==> config.mk <==
export PLATFORM = sky130hd
export DESIGN_NAME = run_controller_flat
export DESIGN_NICKNAME = d
export VERILOG_FILES = /design/src/rtl/run_controller_if.sv /design/src/rtl/run_controller.sv /design/src/flat_wrapper.sv
export SDC_FILE = /design/constraint.sdc
export NUM_CORES = 1
export LEC_CHECK = 0
export ABC_AREA = 1
export ABC_CLOCK_PERIOD_IN_PS = 3300
export CAP_MARGIN = 20
export CORE_ASPECT_RATIO = 0.6
export CORE_MARGIN = 2
export CORE_UTILIZATION = 43
export DETAILED_ROUTE_END_ITERATION = 12
export PLACE_DENSITY = 0.8
export REMOVE_ABC_BUFFERS = 1
export SETUP_SLACK_MARGIN = 0.02
export SKIP_LAST_GASP = 1
export SLEW_MARGIN = 20
export SYNTH_ARGS = -nofsm -noshare
export SYNTH_HDL_FRONTEND = slang
export SYNTH_SLANG_ARGS = --single-unit
export TNS_END_PERCENT = 100
==> constraint.sdc <==
create_clock -name clk -period 3.3 [get_ports clk]
set_clock_uncertainty 0.05 [all_clocks]
set_input_delay 0.33 -clock clk [delete_from_list [all_inputs] [get_ports clk]]
set_output_delay 0.33 -clock clk [all_outputs]
set_load 0.1 [all_outputs]
==> src/rtl/run_controller_if.sv <==
// Bus between the processor bench/top level and the run controller.
// Carries the start request, the snooped processor PC and data-memory write
// port, and the controller's status/result outputs.
//
// Handshake: start is a single-cycle request with no ready/acknowledge. The
// controller accepts it only in IDLE or DONE (it is sampled on the rising
// edge of clk) and silently drops it in RST_HOLD and RUN. The snoop signals
// carry no handshake at all: they are sampled every RUN cycle.
interface run_controller_if #(
  parameter int ADDR_WIDTH = 32,
  parameter int CNT_WIDTH  = 32
);

  // Requester side: run request and snooped processor activity.
  logic                  start;
  logic [ADDR_WIDTH-1:0] cpu_pc;
  logic                  mem_we;
  logic [ADDR_WIDTH-1:0] mem_addr;
  logic [ADDR_WIDTH-1:0] mem_wdata;

  // Controller side: processor reset, run state and results.
  logic                  cpu_reset;
  logic                  running;
  logic                  done;
  logic [1:0]            status;
  logic [ADDR_WIDTH-1:0] exit_code;
  logic [CNT_WIDTH-1:0]  cycle_count;
  logic [1:0]            state_dbg;

  // Bench or top level that starts runs and watches the results.
  modport master (
    output start,
    output cpu_pc,
    output mem_we,
    output mem_addr,
    output mem_wdata,
    input  cpu_reset,
    input  running,
    input  done,
    input  status,
    input  exit_code,
    input  cycle_count,
    input  state_dbg
  );

  // The run controller itself.
  modport slave (
    input  start,
    input  cpu_pc,
    input  mem_we,
    input  mem_addr,
    input  mem_wdata,
    output cpu_reset,
    output running,
    output done,
    output status,
    output exit_code,
    output cycle_count,
    output state_dbg
  );

endinterface

==> src/rtl/run_controller.sv <==
// Run controller for the single-cycle processor.
// Holds the core in reset for RESET_CYCLES cycles after a start request,
// lets it run, and stops it on a halt-address write, a PC self-loop or a
// cycle-budget timeout. Reports the stop cause, the exit value and the
// number of RUN cycles executed. Every output is a flop.
module run_controller #(
  parameter int                    RESET_CYCLES = 2,
  parameter int                    MAX_CYCLES   = 2500,
  parameter int                    STALL_LIMIT  = 8,
  parameter int                    CNT_WIDTH    = 32,
  parameter int                    ADDR_WIDTH   = 32,
  parameter logic [ADDR_WIDTH-1:0] HALT_ADDR    = ADDR_WIDTH'(32'hFFFF_FFFC)
) (
  input  logic               clk,
  input  logic               reset,
  run_controller_if.slave    bus
);

  // Hold counter counts RESET_CYCLES-1 down to 0; it needs at least one bit.
  localparam int HOLD_W  = (RESET_CYCLES > 1) ? $clog2(RESET_CYCLES) : 1;
  // Match counter counts equal-PC comparisons up to STALL_LIMIT-1.
  localparam int MATCH_W = (STALL_LIMIT > 2) ? $clog2(STALL_LIMIT) : 1;

  localparam logic [HOLD_W-1:0]    HOLD_LOAD = HOLD_W'(RESET_CYCLES - 1);
  localparam logic [MATCH_W-1:0]   MATCH_MAX = MATCH_W'(STALL_LIMIT - 1);
  localparam logic [CNT_WIDTH-1:0] CNT_MAX   = CNT_WIDTH'(MAX_CYCLES);

  // Stop-cause encoding on the status output.
  localparam logic [1:0] ST_NONE    = 2'd0;
  localparam logic [1:0] ST_HALT    = 2'd1;
  localparam logic [1:0] ST_LOOP    = 2'd2;
  localparam logic [1:0] ST_TIMEOUT = 2'd3;

  typedef enum logic [1:0] {
    S_IDLE     = 2'd0,
    S_RST_HOLD = 2'd1,
    S_RUN      = 2'd2,
    S_DONE     = 2'd3
  } state_t;

  state_t state_q, state_d;

  logic [HOLD_W-1:0]     hold_q,     hold_d;
  logic [MATCH_W-1:0]    match_q,    match_d;
  logic [ADDR_WIDTH-1:0] prev_pc_q,  prev_pc_d;
  logic                  pc_valid_q, pc_valid_d;
  logic [CNT_WIDTH-1:0]  count_q,    count_d;
  logic [1:0]            status_q,   status_d;
  logic [ADDR_WIDTH-1:0] exit_q,     exit_d;
  logic                  cpu_reset_q, cpu_reset_d;
  logic                  running_q,   running_d;
  logic                  done_q,      done_d;

  // Stop detection for the current RUN cycle.
  logic [CNT_WIDTH-1:0]  count_inc;
  logic                  pc_same;
  logic [MATCH_W-1:0]    match_next;
  logic                  halt_hit;
  logic                  loop_hit;
  logic                  timeout_hit;
  logic                  stop_hit;

  // Post-increment cycle count, which is what the timeout compares against.
  assign count_inc = count_q + CNT_WIDTH'(1);

  // The first RUN cycle only records the PC; comparisons start on the second.
  assign pc_same = pc_valid_q && (bus.cpu_pc == prev_pc_q);

  // Equal-PC comparisons in a row, saturating at the self-loop threshold.
  assign match_next = !pc_same              ? '0 :
                      (match_q == MATCH_MAX) ? match_q :
                                               match_q + MATCH_W'(1);

  assign halt_hit    = bus.mem_we && (bus.mem_addr == HALT_ADDR);
  assign loop_hit    = (match_next == MATCH_MAX);
  assign timeout_hit = (count_inc == CNT_MAX);
  assign stop_hit    = halt_hit || loop_hit || timeout_hit;

  // State register; reset aborts any run straight back to IDLE.
  always_ff @(posedge clk or posedge reset) begin
    if (reset) begin
      state_q <= S_IDLE;
    end else begin
      state_q <= state_d;
    end
  end

  // Next-state logic: start is only honoured in IDLE and DONE.
  always_comb begin
    state_d = state_q;
    case (state_q)
      S_IDLE:     if (bus.start) state_d = S_RST_HOLD;
      S_RST_HOLD: if (hold_q == '0) state_d = S_RUN;
      S_RUN:      if (stop_hit) state_d = S_DONE;
      S_DONE:     if (bus.start) state_d = S_RST_HOLD;
      default:    state_d = S_IDLE;
    endcase
  end

  // Output and datapath next values, including the decoded output flags.
  always_comb begin
    hold_d     = hold_q;
    match_d    = match_q;
    prev_pc_d  = prev_pc_q;
    pc_valid_d = pc_valid_q;
    count_d    = count_q;
    status_d   = status_q;
    exit_d     = exit_q;

    case (state_q)
      S_IDLE, S_DONE: begin
        // A new run starts with cleared results and a fresh hold count.
        if (bus.start) begin
          hold_d     = HOLD_LOAD;
          match_d    = '0;
          pc_valid_d = 1'b0;
          count_d    = '0;
          status_d   = ST_NONE;
          exit_d     = '0;
        end
      end
      S_RST_HOLD: begin
        // Saturating countdown; the state logic leaves on zero.
        if (hold_q != '0) hold_d = hold_q - HOLD_W'(1);
      end
      S_RUN: begin
        // The stop cycle itself is counted, so the count always advances.
        count_d    = count_inc;
        prev_pc_d  = bus.cpu_pc;
        pc_valid_d = 1'b1;
        match_d    = match_next;
        // Priority: halt write, then self-loop, then timeout.
        if (halt_hit) begin
          status_d = ST_HALT;
          exit_d   = bus.mem_wdata;
        end else if (loop_hit) begin
          status_d = ST_LOOP;
        end else if (timeout_hit) begin
          status_d = ST_TIMEOUT;
        end
      end
      default: begin
        hold_d = hold_q;
      end
    endcase

    // Flags follow the state being entered so they line up with state_q.
    cpu_reset_d = (state_d != S_RUN);
    running_d   = (state_d == S_RUN);
    done_d      = (state_d == S_DONE);
  end

  // Datapath and output registers; the processor is held in reset on abort.
  always_ff @(posedge clk or posedge reset) begin
    if (reset) begin
      hold_q      <= '0;
      match_q     <= '0;
      prev_pc_q   <= '0;
      pc_valid_q  <= 1'b0;
      count_q     <= '0;
      status_q    <= ST_NONE;
      exit_q      <= '0;
      cpu_reset_q <= 1'b1;
      running_q   <= 1'b0;
      done_q      <= 1'b0;
    end else begin
      hold_q      <= hold_d;
      match_q     <= match_d;
      prev_pc_q   <= prev_pc_d;
      pc_valid_q  <= pc_valid_d;
      count_q     <= count_d;
      status_q    <= status_d;
      exit_q      <= exit_d;
      cpu_reset_q <= cpu_reset_d;
      running_q   <= running_d;
      done_q      <= done_d;
    end
  end

  assign bus.cpu_reset   = cpu_reset_q;
  assign bus.running     = running_q;
  assign bus.done        = done_q;
  assign bus.status      = status_q;
  assign bus.exit_code   = exit_q;
  assign bus.cycle_count = count_q;
  assign bus.state_dbg   = state_q;

endmodule

==> src/flat_wrapper.sv <==
// flat-port wrapper written by rule: the top's interface ports become plain ports
module run_controller_flat 
#(
  parameter int                    RESET_CYCLES = 2,
  parameter int                    MAX_CYCLES   = 2500,
  parameter int                    STALL_LIMIT  = 8,
  parameter int                    CNT_WIDTH    = 32,
  parameter int                    ADDR_WIDTH   = 32,
  parameter logic [ADDR_WIDTH-1:0] HALT_ADDR    = ADDR_WIDTH'(32'hFFFF_FFFC)
)
  (clk, reset, bus_start, bus_cpu_pc, bus_mem_we, bus_mem_addr, bus_mem_wdata, bus_cpu_reset, bus_running, bus_done, bus_status, bus_exit_code, bus_cycle_count, bus_state_dbg);
  run_controller_if #(.ADDR_WIDTH(ADDR_WIDTH), .CNT_WIDTH(CNT_WIDTH)) bus_i ();
  input  logic clk;
  input  logic reset;
  input wire logic [$bits(bus_i.start)-1:0] bus_start;
  input wire logic [$bits(bus_i.cpu_pc)-1:0] bus_cpu_pc;
  input wire logic [$bits(bus_i.mem_we)-1:0] bus_mem_we;
  input wire logic [$bits(bus_i.mem_addr)-1:0] bus_mem_addr;
  input wire logic [$bits(bus_i.mem_wdata)-1:0] bus_mem_wdata;
  output wire logic [$bits(bus_i.cpu_reset)-1:0] bus_cpu_reset;
  output wire logic [$bits(bus_i.running)-1:0] bus_running;
  output wire logic [$bits(bus_i.done)-1:0] bus_done;
  output wire logic [$bits(bus_i.status)-1:0] bus_status;
  output wire logic [$bits(bus_i.exit_code)-1:0] bus_exit_code;
  output wire logic [$bits(bus_i.cycle_count)-1:0] bus_cycle_count;
  output wire logic [$bits(bus_i.state_dbg)-1:0] bus_state_dbg;
  assign bus_i.start = bus_start;
  assign bus_i.cpu_pc = bus_cpu_pc;
  assign bus_i.mem_we = bus_mem_we;
  assign bus_i.mem_addr = bus_mem_addr;
  assign bus_i.mem_wdata = bus_mem_wdata;
  assign bus_cpu_reset = bus_i.cpu_reset;
  assign bus_running = bus_i.running;
  assign bus_done = bus_i.done;
  assign bus_status = bus_i.status;
  assign bus_exit_code = bus_i.exit_code;
  assign bus_cycle_count = bus_i.cycle_count;
  assign bus_state_dbg = bus_i.state_dbg;
  run_controller #(.RESET_CYCLES(RESET_CYCLES), .MAX_CYCLES(MAX_CYCLES), .STALL_LIMIT(STALL_LIMIT), .CNT_WIDTH(CNT_WIDTH), .ADDR_WIDTH(ADDR_WIDTH), .HALT_ADDR(HALT_ADDR)) u_core (.clk(clk), .reset(reset), .bus(bus_i));
endmodule
Yosys cells after proc, flatten, opt, wreduce, memory -nomap -nowiden --
Index checks and enable logic that the tools add are counted. W data, S select, Z words.
Word-level totals: flip-flop bits (word level) 108, bits in latches 0, bits in writable memories 0, memory bits (read-only) 0, bits of input ports 100, output and inout bits 71, word-level logic and storage cells 62, memories 0
Operators by class: add/subtract/negate cells 3, $mul 0, div/mod/pow operators 0, $lt $le $gt $ge 0, equality and inequality tests 14, shift operators 0, muxes and demuxes 22, bitwise operators 0, reductions and logical operators 12
Operators with widths (number):
- $pmux W32 S2 | 2
- $mux W32 | 2
- $add A32 B1 Y32 const B | 1
- $eq A32 B12 Y1 const B | 1
- $eq A32 B32 Y1 | 1
- $eq A32 B32 Y1 const B | 1
- $mux W2 | 7
- $mux W3 | 3
- $eq A2 B2 Y1 const B | 4
- $eq A3 B3 Y1 const B | 2
- $pmux W2 S3 | 1
- $pmux W3 S2 | 1
- $reduce_and A3 Y1 | 2
- $ne A2 B1 Y1 const B | 2
- $ne A4 B1 Y1 const B | 1
- $pmux W1 S2 | 2
- $pmux W2 S2 | 1
- $reduce_and A2 Y1 | 2
- $reduce_bool A2 Y1 | 2
- $add A3 B1 Y3 const B | 1
- $mux W1 | 3
- $eq A2 B1 Y1 const B | 1
- $logic_and A1 B1 Y1 | 2
- $logic_not A2 Y1 | 1
- 4 further kinds | 5

Longest topological paths before layout --
Gate-level depths: netlist of run 1.
depth in word-level cells 9, mapped depth 18, depth with buffers taken out 18

Least setup slack after synthesis of run 1 --
Ideal clock, no wire load.
path type register to register, start point register u_core.count_q[1], in the netlist u_core.bus.cycle_count[1], end point register u_core.running_q, in the netlist u_core.bus.running, library setup time 0.117 ns, arrival 2.671 ns, data required time 3.133 ns, slack 0.461 ns, stages on the path, launching flop included 19, buffers on the path 0, clock period less this slack 2.839 ns, path through dfrtp_1 -> ha_1 -> nand2_1 -> nor2_4 -> nand2_1 -> nor2_2 -> nand2_1 -> nand2_1 -> nand2_1 -> nor2_1 -> nand2_1 -> nor2_1 -> nand3_1 -> nand3_1 -> nand2_1 -> nand2_1 -> nand2_2 -> nand3_1 -> inv_1
On the way: word-level cells in the longest chain between the ends 6
Ends and longest elaborated chain:
- start, declared | RTL line run_controller.sv:47 | logic [CNT_WIDTH-1:0] count_q, count_d;
- start signal, assigned | RTL line run_controller.sv:171 | count_q <= count_d;
- $add A32 B1 Y32 | RTL line run_controller.sv:64 | assign count_inc = count_q + CNT_WIDTH'(1);
- $eq A32 B12 Y1 | RTL line run_controller.sv:76 | assign timeout_hit = (count_inc == CNT_MAX);
- $logic_or A1 B1 Y1 | RTL line run_controller.sv:77 | assign stop_hit = halt_hit || loop_hit || timeout_hit;
- $mux W2 | RTL line run_controller.sv:94 | S_RUN: if (stop_hit) state_d = S_DONE;
- $pmux W2 S3 | RTL line run_controller.sv:91 | case (state_q)
- $eq A2 B2 Y1 | RTL line run_controller.sv:149 | running_d = (state_d == S_RUN);
- named net u_core.running_d | RTL line run_controller.sv:51 | logic running_q, running_d;
- end signal, assigned | RTL line run_controller.sv:175 | running_q <= running_d;
- end, declared | RTL line run_controller.sv:51
The timed path passes the listed nets, and every way through them passes these cells. A chain may end at the register's enable or synchronous reset.

Final worst setup path of run 1 --
Same ends and word-level chain as after synthesis.

==> results of run 1 <==
kinds of logic after synthesis:
group | synth area share
simple gates | 0.303
buf+inv | 0.0931
compound gates | 0.108
flops | 0.465
xor+xnor | 0.0226
fa+ha+maj | 0.00860
state kept, by name, summed over array words and instances, names as in the netlist:
signal,count
u_core.bus.exit_code,32
u_core.bus.cycle_count,32
u_core.prev_pc_q,32
u_core.bus.cpu_reset,1
u_core.hold_q,1
u_core.bus.running,1
u_core.bus.state_dbg,2
u_core.bus.done,1
u_core.match_q,3
u_core.pc_valid_q,1
u_core.bus.status,2
metrics by stage:
stage | utilization | cells | setup TNS (ns) | hold WS [ns]
6_report | 0.622 | 1145 | 0 | 0.380
2_1_floorplan | - | 780 | -134.43 | 0.394
5_1_grt | 0.622 | 1145 | 0 | 0.444
4_1_cts | 0.622 | 1145 | 0 | 0.411
3_3_place_gp | 0.595 | 1129 | 0 | 0.418
3_5_place_dp | 0.595 | 1129 | 0 | 0.425
path summary, 6_finish.rpt:
check / slack (ns) / to / cells past startpoint / start
worst max-delay path: 0.78 / u_core.bus.running / 18 / u_core.bus.cycle_count[1]
worst min-delay path: 0.38 / u_core.bus.exit_code[19] / 2 / reset
worst max register to register: 0.78 / u_core.bus.running / 18 / u_core.bus.cycle_count[1]
worst min register to register: 0.44 / u_core.pc_valid_q / 2 / u_core.pc_valid_q
max in group asynchronous: 1.98 / u_core.prev_pc_q[0] / 3 / reset
min in group clk: 0.44 / u_core.pc_valid_q / 2 / u_core.pc_valid_q
cell type report:
type / count / area, sq um
fill: 1149 / 4920
multi-input combinational: 553 / 2590
tap: 170 / 213
inverter: 119 / 449
timing repair buffer: 179 / 1780
clock inverter: 7 / 128
clock buffer: 9 / 225
sequential: 108 / 2700
report_power, final:
part | leakage (nW) | switching (mW) | internal (mW)
Combinational | 1.99 | 3.71 | 1.20
Clock | 0.173 | 0.524 | 0.756
Sequential | 1.41 | 0.346 | 1.85
Total | 3.57 | 4.58 | 3.81
placed cells by master (no fill, tap or decap), types with 5 or more instances in the layout:
| cell type | synthesis | routed |
|---|---|---|
| sky130_fd_sc_hd__a21oi_1 | 7 | 7 |
| sky130_fd_sc_hd__buf_4 | 0 | 9 |
| sky130_fd_sc_hd__clkbuf_16 | 0 | 9 |
| sky130_fd_sc_hd__clkdlybuf4s50_1 | 0 | 169 |
| sky130_fd_sc_hd__dfrtp_1 | 107 | 107 |
| sky130_fd_sc_hd__inv_1 | 118 | 117 |
| sky130_fd_sc_hd__nand2_1 | 247 | 247 |
| sky130_fd_sc_hd__nand3_1 | 69 | 69 |
| sky130_fd_sc_hd__nand4_1 | 11 | 11 |
| sky130_fd_sc_hd__nor2_1 | 66 | 66 |
| sky130_fd_sc_hd__nor2_4 | 5 | 5 |
| sky130_fd_sc_hd__o21ai_0 | 96 | 96 |
| sky130_fd_sc_hd__o22ai_1 | 15 | 15 |
| sky130_fd_sc_hd__xnor2_1 | 12 | 12 |
critical path: cells and delay by family (launching register included):
kind	cells	cell delay (ns)
simple gates	15	1.56
flops	1	0.40
fa+ha+maj	1	0.25
buf+inv	2	0.17
metal layers:
metal / up-vias / GRT usage
li1: 2874 / -
met1: 2568 / 0.337
met3: 18 / 0.0595
met2: 260 / 0.337
met5: - / 0
met4: 0 / 0.0358
==> impl.org, run 1 <==
** Run status
- The run finished with clean final reports.

** Detailed routing
- Highest Signal Layer :: met4
- Dividing the detail-routed wire length by the instance count gives 14.2 um.
- DR DRC count :: 0
- In the final routing, the length of wire on met1 measures 7780 um.
- After detailed routing, the number of vias per cell comes to 5.00.
- Once detail routing completed, the nets flagged for antenna violations numbered 0.
- Iter 0 DRT Violations :: around 510
- Via count :: 5,720
- The routed design uses 6810 um of met2 wire.
- Before antenna repair, the detailed router went through 6 iterations.
- Final routed wirelength across all metal layers :: 16,300 um
- Total length of routed met3 wires :: 1540 um

** Power
- Across the VDD grid, the largest voltage drop is 0.726 mV.
- Total power of the final layout :: 8.39 mW
- Power spread over the standard cell area amounts to 1040 nW/um^2.
- Static Leakage :: 3.57 nW

** Place
- After detailed placement, the total cell area comes to 7740 sq um.
- The congestion estimate from routability-driven global placement came to 0.933.
- DP Wirelength :: 12,200 um
- Before CTS, the worst setup slack after placement is 0.801 ns.
- Input and output buffers added on the ports amount to between 150 and 200.

** Clock tree
- Latest clock arrival within the worst-skew pair :: 0.35 ns
- For this design, the CTS-stage hold fixing added 0 buffers.
- # clock sinks :: 108
- Clk pin slew, worst setup/hold paths :: 0.07 ns
- Clock Root Buffer :: sky130_fd_sc_hd__clkbuf_16
- In this run the deepest clock path goes through 2 buffers.
- In this run the post-CTS setup repair buffer count came out at 0.
- Clock H-tree levels :: 3
- CTS tree :: done
- # resized after CTS :: 0
- Buffers inserted during clock tree synthesis total 9.

** Yosys
- In the synthesized netlist, the number of instances is roughly 800.
- Synthesis inferred 108 register bits.
- The most common cell in the synthesized netlist is sky130_fd_sc_hd__nand2_1.
- After synthesis, the cell types taking the most area are sky130_fd_sc_hd__dfrtp_1, sky130_fd_sc_hd__nand2_1, sky130_fd_sc_hd__o21ai_0.
- The synthesized netlist occupies a cell area of 5820 sq um.
- Sequential element share of the synthesized area :: 0.465
- For this run, the leading register cell type out of synthesis is sky130_fd_sc_hd__dfrtp_1.
- Of all flip-flops after synthesis, the portion carrying an async set or reset was 1.00.
- In this run, synthesis inferred 0 flip-flops with an integrated enable.
- Average size of a mapped cell :: around 7.2 sq um
- The biggest area contributor in the post-synthesis netlist is sky130_fd_sc_hd__dfrtp_1.
- Counting instances in the post-synthesis netlist gives the leading cell types as sky130_fd_sc_hd__nand2_1, sky130_fd_sc_hd__inv_1, sky130_fd_sc_hd__dfrtp_1.
- In this run, distinct cell masters in the synthesized netlist total 28.
- Count of synthesis-stage warnings from yosys :: 0
- The share of synthesized area in the top cell type comes to 0.460.

** Floorplanning
- In this run the core area contains 32 standard-cell rows.
- The die covers around 15,000 sq um.
- The initial utilization of the core area, before any placement, comes to 0.447.
- Ports :: 171
- The die is approximately 150 um wide.
- From bottom edge to top edge, the die measures 94.1 um.
- Core area :: 13,000 sq um

** Critical path
- The worst setup path is captured at a register.
- Type of the worst setup path :: reg2reg
- Slowest stage cell, crit path :: sky130_fd_sc_hd__dfrtp_1
- Data on the critical path arrives at its endpoint at 2.71 ns.
- Highest net fanout along the worst path :: 6
- Cell chain of the critical path :: ha_1 > nand2_1 > nor2_4 > nand3_1 > inv_2 > nand2_1 > nand2_1 > nand2_1 > nor2_1 > nand2_1 > nor2_1 > nand3_1 > nand3_1 > nand2_1 > nand2_1 > nand2_2 > nand3_1 > inv_1
- Data required time at the worst endpoint :: 3.49 ns
- Cell occurring most often along the worst timing path :: sky130_fd_sc_hd__nand2_1
- For this run, the slowest stage of the critical path takes 0.40 ns.
- Element type at the critical path start :: register

** STA
- Based on the critical path, the design can be clocked at up to 397 MHz.
- Slew at the pin closest to its max-slew limit :: 1.01 ns
- Post-layout min period :: 2.52 ns
- Setup repair after global routing left no endpoint under its margin.
- Setup violations remaining at the end of the flow were counted as 0.
- The number of endpoints with negative hold slack in the final report came to 0.
- Measured against its own limit, the worst slew margin works out to 0.323.
- The worst path meets setup with ~0.78 ns of slack.
- Of the available clock period, the critical path in the final layout requires 0.763.
- Total count of max-transition violations in the final report :: 0

** Finish
- Share of layout cells above drive strength 1 :: 0.0492
- Area growth, synth to finish :: 39.0%
- 0 antenna diodes ended up in the layout.
- Once layout is done, the placed cells without fillers occupy 8090 sq um.
- At the end of the flow, the number of nets in the layout was 1,074.

** GRT
- The first global-routing pass estimated 26,100 um of wire.
- The number of global-route vias before repair was approximately 5,200.
- Largest net degree at the start of global routing :: 83
- GRT overflow :: 0
- The initial antenna violation count is 0.
- Overall Global Routing Usage :: 0.227

** Job
- Max-capacitance violation count :: 0

** Hold path
- The worst hold path belongs to the class in2async.
Power figures use the tool's default switching activity.
==> run 2, diff against run 1 <==
Settings changed: ABC_CLOCK_PERIOD_IN_PS 3300 to 2000.
Clock period 3.3 ns to 2 ns, I/O delays scaled along.
==> run 2 against run 1 <==
Compared with the run above:
- the run now ends with negative setup slack left
- total power is 69% higher
- first-iteration DRC count is 22% lower
- die area stayed put
- non-clock buffer count is 89 higher
- worst setup slack worse by 1.1 ns
- critical path depth is 1 lower
- global-route usage is 1.4 points higher
- hold slack worse by 0.26 ns
- core utilization is 4.7 points higher
==> impl.org, run 2 (synthesized netlist as in run 1, its figures left out) <==
** Job
- Max-capacitance violation count :: 0

** Finish
- Most frequent standard cell in the layout excluding fill and tap cells :: sky130_fd_sc_hd__nand2_1
- The filler cells instantiated in the layout total between 1,000 and 1,500.
- Most frequent cells in the layout :: sky130_fd_sc_hd__nand2_1, sky130_fd_sc_hd__buf_4, sky130_fd_sc_hd__inv_1
- The area growth from synthesis to layout is 49.6%.
- In the final layout, the share of cells above drive strength 1 is 0.212.
- Final design area excluding fillers :: approximately 8700 sq um
- In the final design database the tool counted between 1,000 and 1,500 nets.
- Fin cells :: between 1,000 and 1,500
- Total inserted antenna cells :: 0
- Final Util :: 0.669

** Power
- Total power of the final layout :: 14.2 mW
- Worst ir drop on vdd :: 0.877 mV
- For this design the ratio of total power to cell area is 1630 nW/um^2.
- Static Leakage :: 4.19 nW

** STA
- Post-layout min period :: 2.28 ns
- Worst setup margin :: -0.280 ns
- Based on the critical path, the design can be clocked at up to 439 MHz.
- Measured against its own limit, the worst slew margin works out to 0.770.
- Hold is met by approximately 0.12 ns.
- Setup violations remaining at the end of the flow were counted as 6.
- Unrepaired setup endpoints after global routing :: yes
- Post-route setup TNS :: -1.34 ns
- Slew at the pin closest to its max-slew limit :: 0.344 ns
- The number of endpoints with negative hold slack in the final report is 0.
- Dividing the final minimum period by the clock period gives 1.14.
- Total count of max-transition violations in the final report :: 0

** Critical path
- The slowest stage of the critical path is the sky130_fd_sc_hd__dfrtp_1 cell.
- Type of the worst setup path :: reg2reg
- Cell chain of the critical path :: ha_2 > nand2_2 > nor2_4 > buf_6 > nand4_1 > nand2_2 > nand3_1 > nor2_1 > nand2_1 > nor2_1 > nand3_2 > nand3_2 > nand2_1 > nand2_1 > nand2_2 > nand3_2 > inv_1
- STA puts the critical path data required time at 2.19 ns.
- Highest net fanout along the worst path :: 5
- Maximum single-stage delay on the critical path :: 0.39 ns
- At the worst endpoint, the arrival time is roughly 2.5 ns.
- Element type at the critical path start :: register
- STA classifies the critical path endpoint as a register.

** Floorplanning
- Die ar. :: 14,500 sq um
- 171 I/O pins were placed.
- Initial standard-cell utilization of the core :: 0.447
- After floorplanning, the core was sized to cover 13,000 sq um.
- From bottom edge to top edge, the die measures around 94 um.
- Measured along the x axis, the die boundary spans ~150 um.
- Standard-cell row count :: 32

** Hold path
- The worst hold path belongs to the class in2async.

** Detailed routing
- Final routed wirelength across all metal layers :: 17,300 um
- Number of search-and-repair iterations in the first detailed-routing pass :: 5
- WL per Instance :: approximately 14 um
- Via count :: 6,033
- For this block, the initial DRC count from the detailed router was 397.
- Via density per instance :: 4.89
- After detailed routing, the number of remaining DRC violations is 0.
- Number of nets with antenna violations after routing :: 0

** Clock tree
- # clock sinks :: 108
- Clk pin slew, worst setup/hold paths :: 0.08 ns
- TritonCTS built the clock tree.
- Clock H-tree levels :: 3
- Post-CTS Hold Fix Bufs :: 0
- CTS Buffer Depth :: 2
- At the later pin of the worst-skew pair, clock insertion delay measures 0.35 ns.
- Counting the buffers created by CTS gives 9.
- CTS placed an instance of sky130_fd_sc_hd__clkbuf_16 at the clock tree root.

** GRT
- The first global-routing pass estimated around 28,000 um of wire.
- Number of global-route vias before repair :: 5,715
- Largest net degree at the start of global routing :: 64
- Overall Global Routing Usage :: 0.241
- After global routing the overflow that remains totals 0.
- The initial antenna violation count was 0.

** Place
- Place WS :: -0.422 ns
- Placed cell count :: 1,210
- Port buffering added 170 buffers.
- Weighted congestion at the end of routability-driven global placement :: between 0.9 and 1
- DP Wirelength :: 13,200 um
- Once placement finished, the instance area stood at around 8000 sq um.

** Run status
- The run finished, with violations left.
- Failing checks :: negative setup slack
run 2: changes by cell type in the layout (fill, tap and decap cells not counted), sizes merged:
cell	change
clkdlybuf4s50	-70
bufinv	-2
buf	+159
clkinvlp	+2
run 2: area by class of cell:
cell class / instances / area [sq um] / area share
multi-input cells: 553 / 2680 / 0.308
repair buffers: 268 / 2340 / 0.269
inverters: 119 / 449 / 0.0516
clock inverters: 7 / 90.1 / 0.0104
well taps: 170 / 213 / 0.0244
clock buffers: 9 / 225 / 0.0259
flip-flops and latches: 108 / 2700 / 0.311
run 2: per-layer routing:
metal | global-route usage | part of all wire | up-vias
met2 | 0.367 | 0.43 | 221
met4 | 0.0436 | 0.0043 | 0
met5 | 0 | 0 | -
met3 | 0.0535 | 0.077 | 10
met1 | 0.355 | 0.49 | 2750
li1 | - | - | 3052
run 2: path summary, 6_finish.rpt:
| kind | from | to | slack [ns] | cells past startpoint |
|---|---|---|---|---|
| min in group clk | bus_mem_wdata[21] | u_core.bus.exit_code[21] | 0.37 | 3 |
| worst min register to register | u_core.pc_valid_q | u_core.pc_valid_q | 0.43 | 2 |
| worst min-delay path | reset | u_core.bus.exit_code[0] | 0.12 | 2 |
| max in group asynchronous | reset | u_core.bus.cycle_count[23] | 1.21 | 3 |
| worst max-delay path | u_core.bus.cycle_count[1] | u_core.bus.running | -0.28 | 17 |
| worst max register to register | u_core.bus.cycle_count[1] | u_core.bus.running | -0.28 | 17 |
run 2: critical path, delay by kind of cell, from the launching register on:
family        cells  cell delay, ns
simple gates     14            1.34
flops             1            0.39
fa+ha+maj         1            0.20
buf+inv           2            0.17
run 2: power breakdown:
part           switching, mW  internal, mW
Sequential             0.531          3.05
Combinational           6.36          2.33
Clock                  0.882          1.01
run 2: what timing repair did:
item	CTS	global route
gates resized for setup	18	9
buffers inserted	5	3
pin swaps	7	5
setup endpoints to repair	38	40
